## src/rtl/striping_pkg.sv

```systemverilog
// Shared constants and helpers for the lane striper and unstriper.
// The pointer wrap is an explicit compare so non-power-of-two lane counts wrap correctly.
package striping_pkg;

   localparam int DEFAULT_DATA_W = 32;
   localparam int MAX_LANES      = 8;

   localparam int MODE_FIXED = 0;
   localparam int MODE_SKIP  = 1;

   function automatic int unsigned ptr_next(input int unsigned p, input int unsigned lanes);
      return (p == lanes - 32'd1) ? 32'd0 : p + 32'd1;
   endfunction

endpackage

```

## src/rtl/striping_lane_ptr.sv

```systemverilog
// Wrap-around lane pointer; advances on en and wraps from LANES-1 to 0.
// Shared with the unstriper so both sides rotate identically.
module striping_lane_ptr
   import striping_pkg::*;
#(
   parameter  int LANES = 4,
   localparam int PTR_W = $clog2(LANES)
) (
   input  logic             clk_2f,
   input  logic             reset,
   input  logic             en,
   output logic [PTR_W-1:0] ptr
);

   logic [PTR_W-1:0] ptr_q;
   logic [PTR_W-1:0] ptr_d;

   always_comb begin
      ptr_d = ptr_q;
      if (en) begin
         ptr_d = PTR_W'(ptr_next(32'(ptr_q), 32'(LANES)));
      end
   end

   always_ff @(posedge clk_2f) begin
      if (reset) begin
         ptr_q <= '0;
      end else begin
         ptr_q <= ptr_d;
      end
   end

   assign ptr = ptr_q;

endmodule

```

## src/rtl/striping_rr.sv

```systemverilog
// Round-robin striper: spreads a serial word stream over LANES output lanes
// with per-lane backpressure and a fixed or packed idle rotation.
module striping_rr
   import striping_pkg::*;
#(
   parameter  int DATA_W    = DEFAULT_DATA_W,
   parameter  int LANES     = 4,
   parameter  int SKIP_IDLE = MODE_FIXED,
   localparam int PTR_W     = $clog2(LANES)
) (
   input  logic                    clk_2f,
   input  logic                    reset,
   input  logic [DATA_W-1:0]       data_in,
   input  logic                    valid_in,
   output logic                    in_ready,
   input  logic [LANES-1:0]        lane_ready,
   output logic [LANES*DATA_W-1:0] lane_data,
   output logic [LANES-1:0]        lane_valid,
   output logic [PTR_W-1:0]        lane_ptr,
   output logic                    group_start
);

   localparam bit FIXED_ROT = (SKIP_IDLE == MODE_FIXED);

   logic accept;
   logic idle;
   logic advance;
   logic group_start_q;
   logic group_start_d;

   // Explicit select avoids indexing past LANES-1 when LANES is not a power of two.
   always_comb begin
      in_ready = 1'b0;
      for (int i = 0; i < LANES; i++) begin
         if (lane_ptr == PTR_W'(i)) begin
            in_ready = lane_ready[i];
         end
      end
   end

   assign accept  = valid_in & in_ready;
   assign idle    = ~valid_in;
   assign advance = accept | (idle & FIXED_ROT);

   striping_lane_ptr #(
      .LANES (LANES)
   ) u_lane_ptr (
      .clk_2f (clk_2f),
      .reset  (reset),
      .en     (advance),
      .ptr    (lane_ptr)
   );

   for (genvar i = 0; i < LANES; i++) begin : g_lane
      logic              sel;
      logic [DATA_W-1:0] data_q;
      logic [DATA_W-1:0] data_d;
      logic              valid_q;
      logic              valid_d;

      assign sel = (lane_ptr == PTR_W'(i));

      always_comb begin
         data_d  = data_q;
         valid_d = valid_q;
         if (sel && accept) begin
            data_d  = data_in;
            valid_d = 1'b1;
         end else if (sel && idle && FIXED_ROT) begin
            valid_d = 1'b0;
         end
      end

      always_ff @(posedge clk_2f) begin
         if (reset) begin
            data_q  <= '0;
            valid_q <= 1'b0;
         end else begin
            data_q  <= data_d;
            valid_q <= valid_d;
         end
      end

      assign lane_data[i*DATA_W +: DATA_W] = data_q;
      assign lane_valid[i]                 = valid_q;
   end

   assign group_start_d = accept & (lane_ptr == '0);

   always_ff @(posedge clk_2f) begin
      if (reset) begin
         group_start_q <= 1'b0;
      end else begin
         group_start_q <= group_start_d;
      end
   end

   assign group_start = group_start_q;

endmodule

```

## config.mk

```make
export PLATFORM = sky130hd
export DESIGN_NAME = striping_rr
export DESIGN_NICKNAME = d
export VERILOG_FILES = /design/src/rtl/striping_pkg.sv /design/src/rtl/striping_lane_ptr.sv /design/src/rtl/striping_rr.sv
export SDC_FILE = /design/constraint.sdc
export NUM_CORES = 1
export LEC_CHECK = 0
export ABC_CLOCK_PERIOD_IN_PS = 5000
export CAP_MARGIN = 20
export CORE_ASPECT_RATIO = 1.25
export CORE_MARGIN = 3
export CORE_UTILIZATION = 40
export CTS_CLUSTER_DIAMETER = 200
export CTS_CLUSTER_SIZE = 12
export DETAILED_ROUTE_END_ITERATION = 16
export PLACE_DENSITY = 0.72
export SLEW_MARGIN = 20
export SYNTH_ARGS = -nofsm -noshare
export SYNTH_HDL_FRONTEND = slang
export SYNTH_SLANG_ARGS = --single-unit
```

## constraint.sdc

```tcl
create_clock -name clk_2f -period 5 [get_ports clk_2f]
set_clock_uncertainty 0.15 [all_clocks]
set_input_delay 0.5 -clock clk_2f [delete_from_list [all_inputs] [get_ports clk_2f]]
set_output_delay 0.5 -clock clk_2f [all_outputs]
set_load 0.03 [all_outputs]
```

==> results of run 1 <==
cells by family (layout without fill, tap and decap cells):
kind of cell	after synthesis	after routing	synth area share
AOI/OAI and AO/OA	112	112	0.117
adders and majority gates	4	4	0.00967
buffers and inverters	50	213	0.0529
DFF	135	135	0.522
muxes	33	33	0.0641
and+or+nand+nor	237	237	0.234
how the worst max path moves through the flow:
stage	from	to	cells past startpoint
after detailed placement	lane_ready[3]	in_ready	4
after CTS	u_lane_ptr.ptr[0]	in_ready	5
after global placement	lane_ready[3]	in_ready	4
final	u_lane_ptr.ptr[0]	in_ready	5
after floorplan	u_lane_ptr.ptr[0]	in_ready	4
after global routing	u_lane_ptr.ptr[0]	in_ready	5
report_power, final:
part	internal [W]	switching (W)
logic	0.000437	0.000639
clock network	0.000814	0.000433
registers	0.00121	0.0000825
worst max-delay path, stage by stage (launching register included):
cell and delay, ns:
sky130_fd_sc_hd__dfxtp_1 0.39, sky130_fd_sc_hd__inv_1 0.10, sky130_fd_sc_hd__ha_1 0.28, sky130_fd_sc_hd__a211o_1 0.35, sky130_fd_sc_hd__o211a_2 0.33, sky130_fd_sc_hd__clkdlybuf4s50_1 0.61
state kept, by name, indices dropped and copies added, names as in the netlist:
| register | count |
|---|---|
| g_lane.data_q | 128 |
| g_lane.valid_q | 4 |
| group_start | 1 |
| u_lane_ptr.ptr | 2 |
routing by layer:
metal	vias up	wire, µm	track usage
met3	19	971	0.0674
met5	-	0	0
met4	0	278	0.0814
met1	2124	6020	0.235
li1	2202	-	-
met2	139	7640	0.346
synthesized netlist by cell type, drive strengths merged:
master   count
nand2b      65
or3b         1
nor2b        1
o31a         1
mux2         1
clkbuf      29
dfxtp      135
buf         18
nand3        2
o41ai        1
nor3         1
o211a        1
nand2      128
and3b        1
inv          3
ha           4
o2111ai      1
a211oi       4
mux2i       32
nand3b      32
o21ai       34
and2         1
nor2         1
a211o        1
a21oi       69
and3         2
or3          1
nand4        1
through the flow:
stage / hold WS, ns / cell area [µm²] / total power, W / utilization / setup WS, ns
floorplan: 0.337 / 5180 / 0.00202 / - / 2.73
global placement: 0.293 / 6910 / 0.00238 / 0.558 / 2.16
detailed placement: 0.296 / 6910 / 0.00240 / 0.558 / 2.13
CTS: 0.303 / 7510 / 0.00366 / 0.606 / 1.85
global route: 0.324 / 7510 / 0.00378 / 0.606 / 1.75
finish: 0.299 / 7510 / 0.00362 / 0.606 / 1.87
cell type report:
class,count,area share
clock buffer,21,0.0627
inverter,3,0.00150
clock inverter,9,0.0167
multi-input combinational,386,0.294
tap,164,0.0273
sequential,135,0.360
timing repair buffer,180,0.238
==> run summary, run 1 <==
The tools report the total DRC errors in the routed layout as 0. Dividing the detail-routed wire length by the instance count gives 16.6 µm. The tools report the via count of the first global-routing pass as 4489. The part of the cycle the worst path needs is 0.625, and the max-capacitance violation count is 0. The detail route stage leaves a number of antenna-violating nets equal to 0. The run gives 305 µV as the largest vdd supply drop.

The arrival time at the worst endpoint was 2.48 ns; the final net count was 766. Clock tree synthesis inserted a total of 17 buffers. The worst setup path is captured at an output pin.

From bottom edge to top edge, the die measures 133 µm. The run gives 0.204 as the aggregate global-route resource usage. Using the TritonRoute via totals, the vias-per-cell ratio works out to 4.99.

Summing all multi-input logic gate instances after layout gives 2210 µm². The tree built by TritonCTS fans out to 135 sinks. The die covers 14400 µm². The library cells used most frequently in the layout, excluding fill and tap cells, are sky130_fd_sc_hd__clkdlybuf4s50_1 (173), sky130_fd_sc_hd__dfxtp_1 (135), sky130_fd_sc_hd__nand2_1 (128), sky130_fd_sc_hd__a21oi_1 (69), sky130_fd_sc_hd__nand2b_1 (65).

The logs give 12400 µm² for the core box area and 4484 for the total vias in the final route. Setup total negative slack on the finished layout was measured at 0 ns. Entering global routing, the biggest net connects 129 pins.

Buffers inserted to repair hold after CTS numbered 0. After filler insertion, the fill cell instance count of the layout stands at 1091. The ratio of total power to cell area is 482 nW/µm², and the total leakage power is 2.75 nW. The number of buffer cells added on primary ports was 174. After clock tree synthesis, the clock-pin slew on the worst setup and hold paths is 0.05 ns. The first-pass iteration count of the detailed router is 4. The flow ran to the end, and the final reports show no timing, DRC or antenna violations. The class of the most critical setup path was reg -> out. The sequential element share of the synthesized area is 0.522. Of all cell types, the one taking the most synthesized area is sky130_fd_sc_hd__dfxtp_1. When the netlist entered floorplanning its net count stood at 614.

The end point of the most critical hold path is g_lane[2].data_q[19]. The number of DRC violations after detailed-routing iteration 0 was 174. Wires add up to 14900 µm. The transition time at the pin with the least slew margin is 1.05 ns, and the achievable clock frequency is 0.320 GHz. The first global-routing pass estimated 23100 µm of wire. The logs give 0 for the hold violation total from the final report and 0 for the number of synthesis warnings.

The worst reg2reg path startpoint is u_lane_ptr.ptr[0]. CTS placed an instance of sky130_fd_sc_hd__clkbuf_16 at the clock tree root. The cell count after synthesis is 571.

In this run the cell area of the synthesized design comes to 5180 µm². The H-tree generated during clock tree synthesis spans 4 levels. The initial cell density of the core is 0.418. TritonCTS built the clock tree.

The worst register-to-register path has a depth of 6. Synthesis inferred 135 register bits. The tools report the worst min-delay path startpoint as g_lane[2].data_q[19]. The most common cell after layout, fill and taps aside was sky130_fd_sc_hd__clkdlybuf4s50_1. The min-delay analysis places its worst path in the category reg -> reg. After layout, the minimum clock period comes to 3.13 ns. Proportion of netlist area held by the largest area contributor: 0.522. The fraction of final layout cells with drive strength greater than 1 works out to 0.0559.

The tools report the startpoint type of the worst setup path as a register. The number of library cell types mapped by synthesis was 33. The initialized floorplan defines 45 standard-cell rows.

The tools report the relative max-transition margin as 0.298. At the later pin of the worst-skew pair, clock insertion delay measures 0.41 ns. The tools report the count of buffers added by post-CTS timing repair for setup as 0.

In this run the mean area of a mapped cell was 9.07 µm². Including well taps, the total number of placed cells is 868. The run gives 2700 µm² as the sequential cell area. The count of final setup violators was 0. The worst register-to-register path has a setup slack of 2.30 ns.

The antenna cell count is 0. The number of instances resized during post-cts repair came out at 0. The I/O pin count was 175; the maximum fanout encountered on the critical timing path was 7. The final RePlAce weighted congestion was 0.781.

Setup repair after global routing left no endpoint under its margin. The deepest clock path buffer count is 2. The number of antenna violations at the first check in global routing was 0. The reg-to-reg endpoint is g_lane[0].data_q[19]. The area growth from synthesis to layout is 45.0%.

The die is 108 µm wide. After the flow finishes, the layout carries non-filler instances totaling 898. The worst hold path passes through 2 cells.

The total global routing overflow was 0. By area the synthesized netlist is led by sky130_fd_sc_hd__dfxtp_1 (52%), sky130_fd_sc_hd__nand2_1 (9.3%), sky130_fd_sc_hd__nand2b_1 (7.9%). STA puts the critical path data required time at 4.35 ns.

The HPWL after detailed placement is 10300 µm. For the number of max-slew violations in the final report, the log shows 0.
Note: power is estimated with default switching activity, not from simulation.
==> run 2, diff against run 1 <==
--- a/config.mk
+++ b/config.mk
@@ -5,7 +5,7 @@
 export SDC_FILE = /design/constraint.sdc
 export NUM_CORES = 1
 export LEC_CHECK = 0
-export ABC_CLOCK_PERIOD_IN_PS = 5000
+export ABC_CLOCK_PERIOD_IN_PS = 2510
 export CAP_MARGIN = 20
 export CORE_ASPECT_RATIO = 1.25
 export CORE_MARGIN = 3
@@ -13,7 +13,7 @@
 export CTS_CLUSTER_DIAMETER = 200
 export CTS_CLUSTER_SIZE = 12
 export DETAILED_ROUTE_END_ITERATION = 16
-export PLACE_DENSITY = 0.72
+export PLACE_DENSITY = 0.74
 export SLEW_MARGIN = 20
 export SYNTH_ARGS = -nofsm -noshare
 export SYNTH_HDL_FRONTEND = slang
==> constraint.sdc (replaced) <==
create_clock -name clk_2f -period 2.51 [get_ports clk_2f]
set_clock_uncertainty 0.15 [all_clocks]
set_input_delay 0.251 -clock clk_2f [delete_from_list [all_inputs] [get_ports clk_2f]]
set_output_delay 0.251 -clock clk_2f [all_outputs]
set_load 0.03 [all_outputs]
==> run 2 against run 1 <==
Non-clock buffer count is 6 higher. Sequential cell count stayed put. Global-route usage about the same. Worst hold slack got worse by 0.043 ns. Critical endpoint unchanged. Sequential power rose by 98%. Largest cell class unchanged. Critical path depth unchanged. Clock-buffer cell count unchanged. Setup slack worse by 1.8 ns. Wire length shrank 2.6%. Utilization is 0.59 points higher. Combinational power is 100% higher.
==> run summary, run 2 (synthesis gave the netlist of run 1 again) <==
The run finished with clean final reports. The clock-pin slew on the worst setup and hold paths is 0.06 ns (about the same). The reg2reg setup slack came out at 0.30 ns (-2.00 ns).

In this run the critical register-to-register path is launched from u_lane_ptr.ptr[0]. The final net count was 772 (+0.78%). The run gives 2.01 ns (-0.47 ns) as the arrival time at the worst endpoint.

The logs give 2.78 nW (+1.4%) for the total leakage power and 0.418 (unchanged) for the initial cell density of the core. The net switching fraction of the power works out to 0.325 (+0.00606). The required time reported for the critical path endpoint was 2.11 ns (-2.24 ns). The run gives 575 µV (+89%) as the largest vdd supply drop. The logs give 0.40 ns (about the same) for the insertion delay to the later sink of the worst-skew pair and 0.303 (+0.006) for the power share of the combinational group.

The overall die area was 14400 µm² (unchanged); the global-route wire length before repair was 23200 µm (+0.42%). The tools report the sequential cell area as 2710 µm² (about the same). The half-perimeter wire length after detailed placement was 10100 µm (-1.2%); the part of the cycle the worst path needs was 0.959. The worst setup path is captured at an output pin. The tools report the pin count of the biggest net entering global routing as 81 (-37%).

Most common cell after layout, fill and taps aside: sky130_fd_sc_hd__clkdlybuf4s50_1. The total wire length after detailed routing was 14500 µm (-2.6%). Register containing the most flip-flops in the final layout: g_lane.data_q. The flip-flop count of the largest register, all copies and words added was 128 (unchanged). The number of clock sinks is 135 (unchanged), and the length in cells of the worst reg-to-reg path is 7 (+1).

The number of buffer cells added on primary ports came out at 174 (unchanged). The via count of the first global-routing pass was 4431 (-1.3%). TritonCTS built the clock tree. The setup path with the least slack is of type reg -> out. The proportion of power drawn by the clock network is 0.336 (-0.009). The number of instances resized during post-cts repair is 6 (+6), and the number of fill cells in the layout is 1075 (-1.5%). On the critical path, the stage with the largest delay is an instance of sky130_fd_sc_hd__dfxtp_2.

The count of buffers added by post-CTS timing repair for setup is 0 (unchanged), and the fraction of final layout cells with drive strength greater than 1 is 0.0687 (+0.0129). The startpoint type of the worst setup path is a register. The total DRC errors in the routed layout is 0 (unchanged), and the final critical-path setup slack is 0.104 ns (-1.77 ns).

The transition time at the pin with the least slew margin was 0.684 ns (-0.369 ns). The die outline height works out to 133 µm (unchanged). The number of DRC violations after detailed-routing iteration 0 was 186 (+6.9%); the achievable clock frequency was 0.416 GHz. The antenna cell count is 0 (unchanged), and the core box area is 12400 µm² (unchanged). The number of nets with antenna violations after detailed routing is 0 (unchanged), and the combined area of the multi-input logic cells is 2200 µm² (-0.40%). The class of the tightest hold or removal check is in -> reg. The tools report the number of hold buffers added after CTS as 0 (unchanged).

Final routed wire length divided by cell count: 16.0 µm (-3.5%). The total vias in the final route is 4445 (-0.87%), and the deepest clock path buffer count is 2 (unchanged). The I/O pin count is 175 (unchanged). The level count of the clock H-tree was 4 (unchanged). Placed instance count: 874 (+0.69%). The horizontal extent of the die came out at 108 µm (unchanged). The ratio of total power to cell area came out at 944 nW/µm² (+96%).

The internal power came out at 0.00483 W (+96%). The tools report the count of final setup violators as 0 (unchanged). The run gives 906 (+0.89%) as the final cell count without fillers. The hold violation total from the final report was 0 (unchanged). The worst min-delay path startpoint was reset. For the relative max-transition margin, the log shows 0.544 (+0.246). The maximum fanout encountered on the critical timing path works out to 7 (unchanged).

The first-pass iteration count of the detailed router was 4 (unchanged). The max-capacitance violation count was 0 (unchanged). Instance count along the most critical hold path: 2 (unchanged). The critical path goes through inv_1 > ha_1 > a211o_1 > o211a_2 > buf_2.

The final RePlAce weighted congestion came out at 0.840 (+7.5%). The delay of the slowest cell on the worst path is 0.37 ns (-0.24 ns). The via count normalized by instance count works out to 4.91 (-1.7%). The area added between synthesis and finish was 46.4%. For hold timing, the worst endpoint is g_lane[2].data_q[3]. For the share of total power in sequential cells, the log shows 0.360 (+0.002). The worst-case setup slack after placement came out at 0.0668 ns (-2.06 ns).

The top cell types in the final layout, fill and taps aside, are sky130_fd_sc_hd__clkdlybuf4s50_1 (172), sky130_fd_sc_hd__dfxtp_1 (133), sky130_fd_sc_hd__nand2_1 (128), sky130_fd_sc_hd__a21oi_1 (69), sky130_fd_sc_hd__nand2b_1 (65). The total net switching power was 0.00233 W (+100%). For the number of CTS-inserted buffers, the log shows 17 (unchanged). Reg-to-reg endpoint: g_lane[0].data_q[15].

The number of max-slew violations in the final report was 0 (unchanged); the time the worst path needs with I/O delays and setup was 2.41 ns. The number of antenna violations at the first check in global routing came out at 0 (unchanged). The aggregate global-route resource usage was 0.204 (about the same); the row count was 45 (unchanged). The tree is rooted in a sky130_fd_sc_hd__clkbuf_16. The run gives 0 (unchanged) as the total global routing overflow.
[run 2: cell count changes in the layout (fill, tap and decap cells not counted), sizes merged]
cell,before,now
buf,7,14
inv,3,4
bufinv,3,2
clkdlybuf4s50,173,172
clkinv,4,5
clkinvlp,2,3
[run 2: how the worst max path moves through the flow]
| stage | startpoint | end | slack [ns] | cells after the start |
|---|---|---|---|---|
| after global routing | u_lane_ptr.ptr[0] | in_ready | -0.01 | 5 |
| after CTS | u_lane_ptr.ptr[1] | in_ready | 0.08 | 5 |
| after detailed placement | u_lane_ptr.ptr[0] | in_ready | 0.07 | 5 |
| after floorplan | u_lane_ptr.ptr[0] | u_lane_ptr.ptr[1] | 0.24 | 6 |
| final | u_lane_ptr.ptr[0] | in_ready | 0.10 | 5 |
| after global placement | u_lane_ptr.ptr[0] | in_ready | 0.13 | 5 |
[run 2: layer usage]
layer / vias up / part of all wire / global-route usage
met1: 2093 / 0.40 / 0.245
li1: 2202 / - / -
met3: 12 / 0.075 / 0.0683
met4: 0 / 0.012 / 0.0561
met2: 138 / 0.51 / 0.347
met5: - / 0 / 0
[run 2: metrics by stage]
| step | instance area, µm² | utilization | hold WS (ns) | total power [W] | setup TNS (ns) |
|---|---|---|---|---|---|
| floorplan | 5180 | - | 0.237 | 0.00403 | 0 |
| global placement | 7000 | 0.565 | 0.292 | 0.00476 | 0 |
| detailed placement | 7000 | 0.565 | 0.298 | 0.00481 | 0 |
| CTS | 7580 | 0.612 | 0.242 | 0.00722 | 0 |
| global route | 7580 | 0.612 | 0.285 | 0.00749 | -0.0146 |
| finish | 7580 | 0.612 | 0.256 | 0.00716 | 0 |
[run 2: cell type report]
type | count | area share
repair buffers | 186 | 0.247
flip-flops and latches | 135 | 0.357
inverters | 3 | 0.00149
well taps | 164 | 0.0271
multi-input cells | 386 | 0.290
clock buffers | 21 | 0.0607
clock inverters | 11 | 0.0163
[run 2: power by group through the flow]
| stage | logic [W] | clock network, W | registers, W |
|---|---|---|---|
| 3_3_place_gp | 0.00215 | 0 | 0.00260 |
| 3_5_place_dp | 0.00219 | 0 | 0.00262 |
| 4_1_cts | 0.00219 | 0.00245 | 0.00258 |
| 5_1_grt | 0.00231 | 0.00258 | 0.00261 |
| 2_1_floorplan | 0.000942 | 0 | 0.00309 |
| 6_report | 0.00217 | 0.00241 | 0.00258 |
[run 2: worst max-delay path, delay by kind of cell (launching register included)]
family                   cells  cell delay (ns)
buffers and inverters        2             0.28
flip-flops                   1             0.37
AO/OA/AOI/OAI                2             0.68
adder cells (fa/ha/maj)      1             0.28
